===== src/rtl/binary_to_bcd_seq_pkg.sv =====
// ============================================================================
// Module      : bcd_pkg
// Description : Shared types and constants for the sequential binary-to-BCD
//               converter: digit width, FSM state encoding and an
//               elaboration-time power-of-ten helper.
// Revision    : 1.0 - initial release
// ============================================================================
`default_nettype none

package bcd_pkg;

    localparam int BCD_DIGIT_W = 4;

    typedef enum logic [1:0] {
        IDLE  = 2'd0,
        SHIFT = 2'd1,
        DONE  = 2'd2
    } state_t;

    // 10^n in 64 bits, evaluated at elaboration for the overflow threshold
    function automatic logic [63:0] pow10(input int n);
        logic [63:0] r;
        r = 64'd1;
        for (int i = 0; i < n; i++) begin
            r = r * 64'd10;
        end
        return r;
    endfunction

endpackage

`default_nettype wire


===== src/rtl/binary_to_bcd_seq_if.sv =====
// ============================================================================
// Module      : binary_to_bcd_seq_if
// Description : Handshake and result bundle between a requester and the
//               sequential binary-to-BCD converter.
// Revision    : 1.0 - initial release
// ============================================================================
`default_nettype none

interface binary_to_bcd_seq_if #(
    parameter int BIN_W  = 16,
    parameter int DIGITS = 5
);
    import bcd_pkg::*;

    logic                          start;
    logic [BIN_W-1:0]              binary;
    logic                          ready;
    logic                          done;
    logic [BCD_DIGIT_W*DIGITS-1:0] bcd;
    logic                          overflow;
    logic [DIGITS-1:0]             blank;

    // Requester side: issues start/binary, observes the result
    modport master (
        output start, binary,
        input  ready, done, bcd, overflow, blank
    );

    // Converter side
    modport slave (
        input  start, binary,
        output ready, done, bcd, overflow, blank
    );

endinterface

`default_nettype wire


===== src/rtl/binary_to_bcd_seq_digit_adj.sv =====
// ============================================================================
// Module      : bcd_digit_adj
// Description : Double-dabble correction for one BCD digit: adds 3 when the
//               digit is 5 or more so the following left shift carries
//               correctly into the next decade.
// Revision    : 1.0 - initial release
// ============================================================================
`default_nettype none

module bcd_digit_adj
    import bcd_pkg::*;
(
    input  wire logic [BCD_DIGIT_W-1:0] i_digit,
    output logic      [BCD_DIGIT_W-1:0] o_digit
);

    // Legal digits 5..9 map to 8..12, so the result always fits in 4 bits
    assign o_digit = (i_digit >= 4'd5) ? (i_digit + 4'd3) : i_digit;

endmodule

`default_nettype wire


===== src/rtl/binary_to_bcd_seq.sv =====
// ============================================================================
// Module      : binary_to_bcd_seq
// Description : Iterative double-dabble binary-to-BCD converter, one input
//               bit per clock, with start/ready/done handshake, saturating
//               overflow flag and leading-zero blank mask.
// Revision    : 1.0 - initial release
// ============================================================================
`default_nettype none

module binary_to_bcd_seq #(
    parameter int BIN_W  = 16,
    parameter int DIGITS = 5
) (
    input  wire logic           clk,
    input  wire logic           rst,
    binary_to_bcd_seq_if.slave  bus
);
    import bcd_pkg::*;

    localparam int c_scr_w = BCD_DIGIT_W * DIGITS;
    localparam int c_cnt_w = $clog2(BIN_W + 1);

    localparam logic [63:0]        c_max_dec   = pow10(DIGITS) - 64'd1;
    localparam logic [63:0]        c_max_bin   = (BIN_W >= 64) ? {64{1'b1}}
                                                 : ((64'd1 << BIN_W) - 64'd1);
    localparam logic [c_cnt_w-1:0] c_last_cnt  = c_cnt_w'(BIN_W - 1);
    localparam logic [c_scr_w-1:0] c_nines     = {DIGITS{4'd9}};
    localparam logic [DIGITS-1:0]  c_one       = DIGITS'(1);
    localparam logic [DIGITS-1:0]  c_blank_rst = ~c_one;

    state_t               r_state;
    state_t               w_state_nxt;
    logic [BIN_W-1:0]     r_bin;
    logic [c_scr_w-1:0]   r_scratch;
    logic [c_cnt_w-1:0]   r_cnt;
    logic                 r_ovf_pend;
    logic [c_scr_w-1:0]   r_bcd;
    logic                 r_overflow;
    logic [DIGITS-1:0]    r_blank;
    logic                 r_done;

    logic [c_scr_w-1:0]   w_adj;
    logic                 w_ovf;
    logic [c_scr_w-1:0]   w_out_bcd;
    logic [DIGITS-1:0]    w_blank;
    logic                 w_zero_run;
    logic                 w_ready;
    // The top corrected bit falls off the end of the shift by design
    logic                 w_unused;

    assign w_unused = w_adj[c_scr_w-1];

    // Per-digit add-3 correction, all digits evaluated in parallel
    for (genvar g = 0; g < DIGITS; g++) begin : g_digit
        bcd_digit_adj u_adj (
            .i_digit (r_scratch[g*BCD_DIGIT_W +: BCD_DIGIT_W]),
            .o_digit (w_adj[g*BCD_DIGIT_W +: BCD_DIGIT_W])
        );
    end

    // When the digit range covers every input value, overflow cannot happen
    if (c_max_dec >= c_max_bin) begin : g_ovf_never
        assign w_ovf = 1'b0;
    end else begin : g_ovf_cmp
        assign w_ovf = (64'(bus.binary) > c_max_dec);
    end

    // State register
    always_ff @(posedge clk or posedge rst) begin
        if (rst) begin
            r_state <= IDLE;
        end else begin
            r_state <= w_state_nxt;
        end
    end

    // Next-state decode; ready only while idle
    always_comb begin
        w_state_nxt = r_state;
        w_ready     = 1'b0;
        case (r_state)
            IDLE: begin
                w_ready = 1'b1;
                if (bus.start) begin
                    w_state_nxt = SHIFT;
                end
            end
            SHIFT: begin
                if (r_cnt == c_last_cnt) begin
                    w_state_nxt = DONE;
                end
            end
            DONE: begin
                w_state_nxt = IDLE;
            end
            default: begin
                w_state_nxt = IDLE;
            end
        endcase
    end

    // Saturated result and leading-zero mask presented at the DONE edge
    always_comb begin
        w_out_bcd  = r_ovf_pend ? c_nines : r_scratch;
        w_blank    = '0;
        w_zero_run = 1'b1;
        for (int i = DIGITS - 1; i > 0; i--) begin
            w_zero_run = w_zero_run & (w_out_bcd[i*BCD_DIGIT_W +: BCD_DIGIT_W] == 4'd0);
            w_blank[i] = w_zero_run;
        end
        if (r_ovf_pend) begin
            w_blank = '0;
        end
    end

    // Operand capture, shift/correct iterations and result registers
    always_ff @(posedge clk or posedge rst) begin
        if (rst) begin
            r_bin      <= '0;
            r_scratch  <= '0;
            r_cnt      <= '0;
            r_ovf_pend <= 1'b0;
            r_bcd      <= '0;
            r_overflow <= 1'b0;
            r_blank    <= c_blank_rst;
            r_done     <= 1'b0;
        end else begin
            r_done <= 1'b0;
            case (r_state)
                IDLE: begin
                    if (bus.start) begin
                        r_bin      <= bus.binary;
                        r_scratch  <= '0;
                        r_ovf_pend <= w_ovf;
                        r_cnt      <= '0;
                    end
                end
                SHIFT: begin
                    r_scratch <= {w_adj[c_scr_w-2:0], r_bin[BIN_W-1]};
                    r_bin     <= {r_bin[BIN_W-2:0], 1'b0};
                    r_cnt     <= r_cnt + c_cnt_w'(1);
                end
                DONE: begin
                    r_bcd      <= w_out_bcd;
                    r_overflow <= r_ovf_pend;
                    r_blank    <= w_blank;
                    r_done     <= 1'b1;
                end
                default: begin
                end
            endcase
        end
    end

    assign bus.ready    = w_ready;
    assign bus.done     = r_done;
    assign bus.bcd      = r_bcd;
    assign bus.overflow = r_overflow;
    assign bus.blank    = r_blank;

endmodule

`default_nettype wire


===== src/flat_wrapper.sv =====
// flat-port wrapper written by rule: the top's interface ports become plain ports
module binary_to_bcd_seq_flat import bcd_pkg::*;
#(
    parameter int BIN_W  = 16,
    parameter int DIGITS = 5
)
  (clk, rst, bus_start, bus_binary, bus_ready, bus_done, bus_bcd, bus_overflow, bus_blank);
  binary_to_bcd_seq_if #(.BIN_W(BIN_W), .DIGITS(DIGITS)) bus_i ();
  input  wire logic clk;
  input  wire logic rst;
  input wire logic [$bits(bus_i.start)-1:0] bus_start;
  input wire logic [$bits(bus_i.binary)-1:0] bus_binary;
  output wire logic [$bits(bus_i.ready)-1:0] bus_ready;
  output wire logic [$bits(bus_i.done)-1:0] bus_done;
  output wire logic [$bits(bus_i.bcd)-1:0] bus_bcd;
  output wire logic [$bits(bus_i.overflow)-1:0] bus_overflow;
  output wire logic [$bits(bus_i.blank)-1:0] bus_blank;
  assign bus_i.start = bus_start;
  assign bus_i.binary = bus_binary;
  assign bus_ready = bus_i.ready;
  assign bus_done = bus_i.done;
  assign bus_bcd = bus_i.bcd;
  assign bus_overflow = bus_i.overflow;
  assign bus_blank = bus_i.blank;
  binary_to_bcd_seq #(.BIN_W(BIN_W), .DIGITS(DIGITS)) u_core (.clk(clk), .rst(rst), .bus(bus_i));
endmodule

===== config.mk =====
export PLATFORM = sky130hd
export DESIGN_NAME = binary_to_bcd_seq_flat
export DESIGN_NICKNAME = d
export VERILOG_FILES = /design/src/rtl/binary_to_bcd_seq_pkg.sv /design/src/rtl/binary_to_bcd_seq_if.sv /design/src/rtl/binary_to_bcd_seq_digit_adj.sv /design/src/rtl/binary_to_bcd_seq.sv /design/src/flat_wrapper.sv
export SDC_FILE = /design/constraint.sdc
export NUM_CORES = 1
export LEC_CHECK = 0
export CAP_MARGIN = 15
export CORE_MARGIN = 1
export CORE_UTILIZATION = 49
export DETAILED_ROUTE_END_ITERATION = 10
export PLACE_DENSITY = 0.73
export SLEW_MARGIN = 15
export SYNTH_ARGS = -nofsm -noshare
export SYNTH_HDL_FRONTEND = slang
export SYNTH_SLANG_ARGS = --single-unit

===== constraint.sdc =====
create_clock -name clk -period 1.94 [get_ports clk]
set_input_delay 0.194 -clock clk [delete_from_list [all_inputs] [get_ports clk]]
set_output_delay 0.194 -clock clk [all_outputs]
set_load 0.005 [all_outputs]

After elaboration in Yosys (flattened, before gate mapping):

Index checks and enable logic that the tools add are counted.

* output and inout port bits: 28
* register bits: 68

* $add $sub $neg: 6
* $lt $le $gt $ge: 5
* reductions and logical operators: 8
* equal/unequal tests: 5
* bitwise operators: 3
* muxes and demuxes: 16

Operators by type and width (number)
* $pmux W20 S2: 1
* $pmux W16 S2: 1
* $ge A4 B3 Y1 const B: 5
* $mux W20: 1
* $add A4 B2 Y4 const B: 4
* $logic_not A4 Y1: 4
* $mux W16: 1
* $mux W4: 4
* $pmux W5 S2: 1
* $add A5 B1 Y5 const B: 1
* $eq A5 B4 Y1 const B: 1
* $mux W5: 1
* $mux W2: 2
* $pmux W2 S2: 1
* $reduce_and A2 Y1: 2
* $add A3 B2 Y3 const B: 1
* $and A1 B1 Y1: 3
* $mux W3: 1
* $eq A2 B1 Y1 const B: 1
* $eq A2 B2 Y1 const B: 1
* $logic_not A2 Y1: 1
* $mux W1: 2
* $ne A2 B1 Y1 const B: 1
* $ne A2 B2 Y1 const B: 1
* $reduce_bool A2 Y1: 1

Depth between registers and ports, before layout:

Gate-level depths: netlist of run 1.

* depth in word-level cells: 4
* mapped depth: 7

Modules after synthesis:

A second synthesis of run 1 with hierarchy kept.

* cell total of the unflattened synthesis: 357
* area total of the unflattened synthesis: 3447.1 um^2

Modules (own cells, without submodules)
* binary_to_bcd_seq: area an instance 2940.3 um^2, instances 1, cells an instance 277
* bcd_digit_adj: area an instance 101.3 um^2, instances 5, cells an instance 16

Least setup slack after synthesis of run 1:

No wires, ideal clock.

* path type: reg2reg
* from: register u_core.r_scratch[16]
* to: register u_core.r_blank[1] (netlist: u_core.bus.blank[1])
* clock period less this slack: 1623 ps
* required time: 1868 ps
* arrival: 1551 ps
* setup slack: 317 ps
* cell stages (with the launch flop): 7
* path buffers: 0
* cell sequence: dfrtp_1 -> inv_1 -> ha_1 -> or3b_1 -> nor4b_2 -> nand3_1 -> o21ai_1

* longest elaborated chain between the ends: 4

Ends and longest elaborated chain
* start: declaration: RTL line binary_to_bcd_seq.sv:34 `logic [c_scr_w-1:0] r_scratch;`
* start signal: assignment: RTL line binary_to_bcd_seq.sv:139 `r_scratch <= {w_adj[c_scr_w-2:0], r_bin[BIN_W-1]};`
* $logic_not A4 Y1: RTL line binary_to_bcd_seq.sv:108 `w_zero_run = w_zero_run & (w_out_bcd[i*BCD_DIGIT_W +: BCD_DIGIT_W] == 4'd0);`
* $and A1 B1 Y1 (3 in a row): RTL line binary_to_bcd_seq.sv:108
* end signal: assignment: RTL line binary_to_bcd_seq.sv:125 `r_blank <= c_blank_rst;`
* end signal: assignment: RTL line binary_to_bcd_seq.sv:146 `r_blank <= w_blank;`
* end: declaration: RTL line binary_to_bcd_seq.sv:39 `logic [DIGITS-1:0] r_blank;`

No other way between the ends.
A chain may end at the register's enable or synchronous reset.

Worst setup path in the final report of run 1:

* from: register u_core.r_state[0]
* to: output bus_ready

* longest elaborated chain between the ends: 2

Ends and longest elaborated chain
* start: declaration: RTL line binary_to_bcd_seq.sv:31 `state_t r_state;`
* start signal: assignment: RTL line binary_to_bcd_seq.sv:73 `r_state <= w_state_nxt;`
* $logic_not A2 Y1: RTL line binary_to_bcd_seq.sv:81 `case (r_state)`
* $mux W1: RTL line binary_to_bcd_seq.sv:81
* end: declaration: RTL line flat_wrapper.sv:13 `output wire logic [$bits(bus_i.ready)-1:0] bus_ready;`

No other way between the ends.

==> results.cfg, run 1 <==
[floorplanning]
die_x_um = 82.8
die-height_um = 82.8
dieArea_mm2 = 0.00685
core_area_mm2 = 0.00631
num_io_pins = 47
num_rows = 29
start_util_pct = 50.6

[timing]
skew_ps = 9.03
maxClockFrequency_mhz = 547
finalCritPeriodShare_pct = 94.2
slew_viol_final = 0
tns_ps = 0
setup_violations = 0
min_period_ps = 1830
hold-worst-slack_ps = 169
rsz0062_at_grt = false
final-hold-violation-count = 0

[clocking]
htreeDepth = 3
clk_latency_ps = 340
cts_buffers = 9
ctsRootBufferMaster = clkbuf_8
cts_hold_repair.buffers = 0
cts_num_sinks = 68
cts_repair_resize_count = 0
cts_tree = built
post_cts_buffers = 0
clockBufferDepth = 2
clk_pin_slew_ps = 70

[global_routing]
antenna_found_initial = 0
grtUsageTotal_pct = 20.6
grt_max_degree = 38
grt-ovfl-total = 0
grt_pass1_vias = 2292
grt_pass1_wl_um = 10500

[synthesis]
yosys-top-cells-area = dfrtp_1 (50%), ha_1 (5.9%), o21ai_0 (5.3%)
synth.distinct_cells = 34
yosys.area.top_type = dfrtp_1
yosys_register_bits = 68
synth_top_cell_area_share_pct = 50.1
syn_area_mm2 = 0.00320
synth-seq-area-share_pct = 53.4
synth_cells = 305
ys_warn_count = 0
syn_area_per_cell_um2 = 10.5

[drt]
ant_nets = 0
drt_iter0_markers = 142
drc = 0
routed_wl_um = 6130
drt-pass1-iter-count = 4
avgRoutedWirePerCell_um = 14.1
via_count = 2369
vias_per_cell = 5.43

[setup_path]
rr_worst_depth = 6
cp_max_fo = 15
cp_data_required_time_ps = 1750
crit_path_start_kind = flop
crit_type = flop to output pin
end_kind = output pin
worstPathArrival_ps = 1630
crit_start = u_core.r_state[0]$_DFFE_PP0P_
r2r-start = u_core.r_scratch[16]$_DFFE_PP0P_

[final_layout]
nFillCells = 553
final_nets = 388
n_antenna_cell = 0
syn_to_final_growth_pct = 24.9
layoutNonFillerInstCount = 436
drive_above_1_share_pct = 12.3

[place]
numPortBuffers = 44
dp.cells = 420
hpwl_um = 4170
globalplace.congestion = 0.760

[run]
cap_violations = 0

[status]
outcome = finished clean

[power_and_ir_drop]
power.static_leakage_nw = 1.83
vdd_drop_max_uv = 657
pwr_density_cell_mw_per_mm2 = 1410

[worst_hold_path]
hold_class = input pin to asynchronous set/reset pin
## final timing paths
check | end | slack (ps)
max in group asynchronous | u_core.bus.blank[3]$_DFFE_PP1P_ | 1190
min reg2reg | u_core.r_bin[15]$_DFFE_PP0P_ | 480
min | u_core.r_cnt[4]$_DFFE_PP0P_ | 170
max | bus_ready | 110
min in group clk | u_core.r_bin[15]$_DFFE_PP0P_ | 480
max reg2reg | u_core.bus.blank[1]$_DFFE_PP1P_ | 120
## cells in the final DEF, fill, tap and decap left out, drive strengths merged
| cell | n |
|---|---|
| dfrtp | 64 |
| clkdlybuf4s50 | 44 |
| nand2 | 37 |
| o21ai | 36 |
| a21oi | 23 |
| ha | 15 |
| and3b | 13 |
| inv | 13 |
| buf | 13 |
| clkbuf | 12 |
| mux2 | 11 |
| o22ai | 10 |
| nand2b | 7 |
| nand3 | 7 |
| a32o | 6 |
| nor2 | 5 |
| o31ai | 5 |
| xnor2 | 5 |
| o311ai | 5 |
| nor3b | 4 |
| dfstp | 4 |
| nor2b | 2 |
| a22oi | 2 |
| a22o | 2 |
| nor3 | 2 |
| conb | 2 |
| bufinv | 2 |
| or2 | 1 |
| and2 | 1 |
| and3 | 1 |
| a21o | 1 |
| or3b | 1 |
| nor4b | 1 |
| clkinvlp | 1 |
| clkinv | 1 |
## metrics by stage
step	utilization (%)	power, mW	setup WS [ps]	area, um2
CTS	63.2	5.66	73.5	3990
finish	63.2	5.62	112	3990
floorplan	-	3.67	41.1	3200
global placement	59.8	4.24	214	3770
detailed placement	59.8	4.35	146	3770
global route	63.2	6.06	8.77	3990
## cells by family after synthesis
group                      count (synthesis)  share of synthesized area, %
AOI/OAI and AO/OA                         90                          16.9
and+or+nand+nor                           82                          13.9
DFF                                       68                          53.4
buffers and inverters                     33                          4.54
adders and majority gates                 15                          5.87
muxes                                     11                          3.88
xor gates and xnor gates                   5                          1.37
other                                      1                         0.117
## worst max-delay path, stage by stage (launching register included)
cell	delay (ps)
dfrtp_1	430
buf_4	200
nor2_1	140
clkdlybuf4s50_1	520
## layer usage
layer | wire (um) | global-route usage [%] | up-vias | share of wire [%]
met5 | 0 | 0 | - | 0
met4 | 112 | 10.2 | 0 | 1.8
li1 | - | - | 1168 | -
met3 | 247 | 3.85 | 9 | 4.0
met2 | 2870 | 33.4 | 66 | 47
met1 | 2900 | 26.3 | 1126 | 47
## Yosys cell counts
| cell | count |
|---|---|
| and3_1 | 1 |
| o311ai_0 | 4 |
| ha_1 | 15 |
| a22o_1 | 2 |
| dfstp_2 | 4 |
| a21o_1 | 1 |
| o21ai_1 | 2 |
| xnor2_1 | 5 |
| nand3_1 | 7 |
| o31ai_1 | 5 |
| nor2_1 | 5 |
| and3b_1 | 13 |
| o311ai_1 | 1 |
| a22oi_1 | 2 |
| a21oi_1 | 23 |
| or3b_1 | 1 |
| buf_2 | 11 |
| dfrtp_1 | 64 |
| nor4b_2 | 1 |
| buf_4 | 2 |
| nor3_1 | 2 |
| clkbuf_1 | 7 |
| o22ai_1 | 10 |
| and2_1 | 1 |
| o21ai_0 | 34 |
| nand2_1 | 37 |
| nor2b_1 | 2 |
| nand2b_1 | 7 |
| mux2_2 | 11 |
| conb_1 | 1 |
| or2_1 | 1 |
| a32o_1 | 6 |
| nor3b_1 | 4 |
| inv_1 | 13 |
## power by group
part           switching, mW  total (mW)  internal, mW
clock network          0.536        1.29         0.758
logic                   1.07        2.08          1.01
registers              0.364        2.25          1.88
## final cells by class
cell class,instances,area (um2),area share [%]
timing repair buffer,57,576,14.4
inverter,13,48.8,1.22
clock buffer,12,145,3.64
multi-input combinational,205,1350,33.8
sequential,68,1710,42.7
tap,77,96.3,2.41
clock inverter,4,72.6,1.82
## registers in the layout, indices dropped and copies added, names as in the netlist
register          flops
u_core.r_state        2
u_core.bus.done       1
u_core.r_cnt          5
u_core.bus.bcd       20
u_core.r_bin         16
u_core.r_scratch     20
u_core.bus.blank      4
Power figures use the tool's default switching activity.
==> run 2, diff against run 1 <==
MAX_ROUTING_LAYER = met4   (was default)
==> results.cfg, run 2 (same netlist as run 1, synthesis figures left out) <==
[power_and_ir_drop]
vdd_drop_max_uv = 657
p_switching_mw = 1.97
clock_power_share_pct = 23.1
seqPwrFrac_pct = 39.9
power.static_leakage_nw = 1.83
p_total_mw = 5.63
p_int_mw = 3.65
sw_frac_of_total_pct = 35.1
pwr_density_cell_mw_per_mm2 = 1410
pwr-share-comb_pct = 37.0

[clocking]
ctsRootBufferMaster = clkbuf_8
post_cts_buffers = 0
cts_buffers = 9
cts_num_sinks = 68
cts_tree = built
clk_latency_ps = 340
cts_repair_resize_count = 0
clockBufferDepth = 2
htreeDepth = 3
cts_hold_repair.buffers = 0
clk_pin_slew_ps = 70

[place]
place_area_mm2 = 0.00377
globalplace.congestion = 0.770
dp.cells = 420
hpwl_um = 4170
pre_cts_slack_ps = 146
numPortBuffers = 44

[drt]
avgRoutedWirePerCell_um = 14.1
drt_iter0_markers = 141
via_count = 2380
routed_wl_um = 6140
drt-pass1-iter-count = 4
vias_per_cell = 5.46
drc = 0
ant_nets = 0

[timing]
setup_violations = 0
fin_ws_ps = 111
min_period_ps = 1830
maxClockFrequency_mhz = 547
tns_ps = 0
final-hold-violation-count = 0
slew_viol_final = 0
skew_ps = 8.59
rsz0062_at_grt = false
hold-worst-slack_ps = 169
finalCritPeriodShare_pct = 94.3

[setup_path]
worstPathBufferInverterCount = 2
slowest_stage = clkdlybuf4s50_1
slowest_delay_ps = 520
crit_start = u_core.r_state[0]$_DFFE_PP0P_
cp_max_fo = 15
crit_type = flop to output pin
end_kind = output pin
crit_path_start_kind = flop
crit_chain = buf_4, nor2_1, clkdlybuf4s50_1
r2r-start = u_core.r_scratch[16]$_DFFE_PP0P_
worstPathArrival_ps = 1630
cp_data_required_time_ps = 1750
path_delay_family = buffers and inverters

[global_routing]
antenna_found_initial = 0
grt-ovfl-total = 0
grt_pass1_vias = 2293
grt_max_degree = 38
grt_pass1_wl_um = 10500
grtUsageTotal_pct = 21.2

[final_layout]
layoutNonFillerInstCount = 436
drive_above_1_share_pct = 12.3
layout_commonest_cell = dfrtp_1
design_area_mm2 = 0.00399
final_nets = 388
n_antenna_cell = 0
final_core_util_pct = 63.2
area.sequential_mm2 = 0.00171
nFillCells = 553
layout.cells.most_common_list = dfrtp_1 (64), clkdlybuf4s50_1 (44), nand2_1 (37)
syn_to_final_growth_pct = 24.9
multi_input_area_mm2 = 0.00135

[floorplanning]
dieArea_mm2 = 0.00685
core_area_mm2 = 0.00631
die_x_um = 82.8
start_util_pct = 50.6
die-height_um = 82.8
num_rows = 29
num_io_pins = 47

[worst_hold_path]
hold_class = input pin to asynchronous set/reset pin

[status]
outcome = finished clean

[run]
cap_violations = 0
==> run 2: worst paths after layout <==
kind	to	slack, ps	depth (start not counted)
setup / recovery	bus_ready	110	3
hold / removal	u_core.r_cnt[4]$_DFFE_PP0P_	170	2
setup reg to reg	u_core.bus.blank[1]$_DFFE_PP1P_	120	6
hold reg to reg	u_core.r_bin[15]$_DFFE_PP0P_	480	2
max in group asynchronous	u_core.bus.blank[3]$_DFFE_PP1P_	1190	3
min in group clk	u_core.r_bin[15]$_DFFE_PP0P_	480	2
==> run 2: power groups by stage <==
| stage | Combinational (mW) | Sequential [mW] | Clock (mW) |
|---|---|---|---|
| CTS | 2.10 | 2.24 | 1.32 |
| floorplan | 1.50 | 2.17 | 0 |
| global placement | 2.00 | 2.24 | 0 |
| finish | 2.08 | 2.25 | 1.30 |
| detailed placement | 2.08 | 2.27 | 0 |
| global route | 2.38 | 2.31 | 1.37 |
==> run 2: cell type report <==
class                           count  share of cell area, %
Sequential cell                    68                   42.7
Inverter                           13                   1.22
Clock buffer                       12                   3.64
Tap cell                           77                   2.41
Timing Repair Buffer               57                   14.4
Multi-Input combinational cell    205                   33.8
Clock inverter                      4                   1.82
==> run 2: metal layers <==
layer	global-route usage (%)	share of wire, %	wire length [um]
met1	26.3	47	2900
met2	33.4	47	2870
met3	3.85	4.1	252
met4	10.2	1.8	112
met5	-	0	0
==> run 2: worst reg2reg max path, delay by kind of cell, from the launching register on <==
| kind | cells | cell delay (ps) |
|---|---|---|
| buffers and inverters | 1 | 130 |
| DFF | 1 | 390 |
| adders and majority gates | 1 | 230 |
| and+or+nand+nor | 3 | 850 |
| AOI/OAI and AO/OA | 1 | 160 |
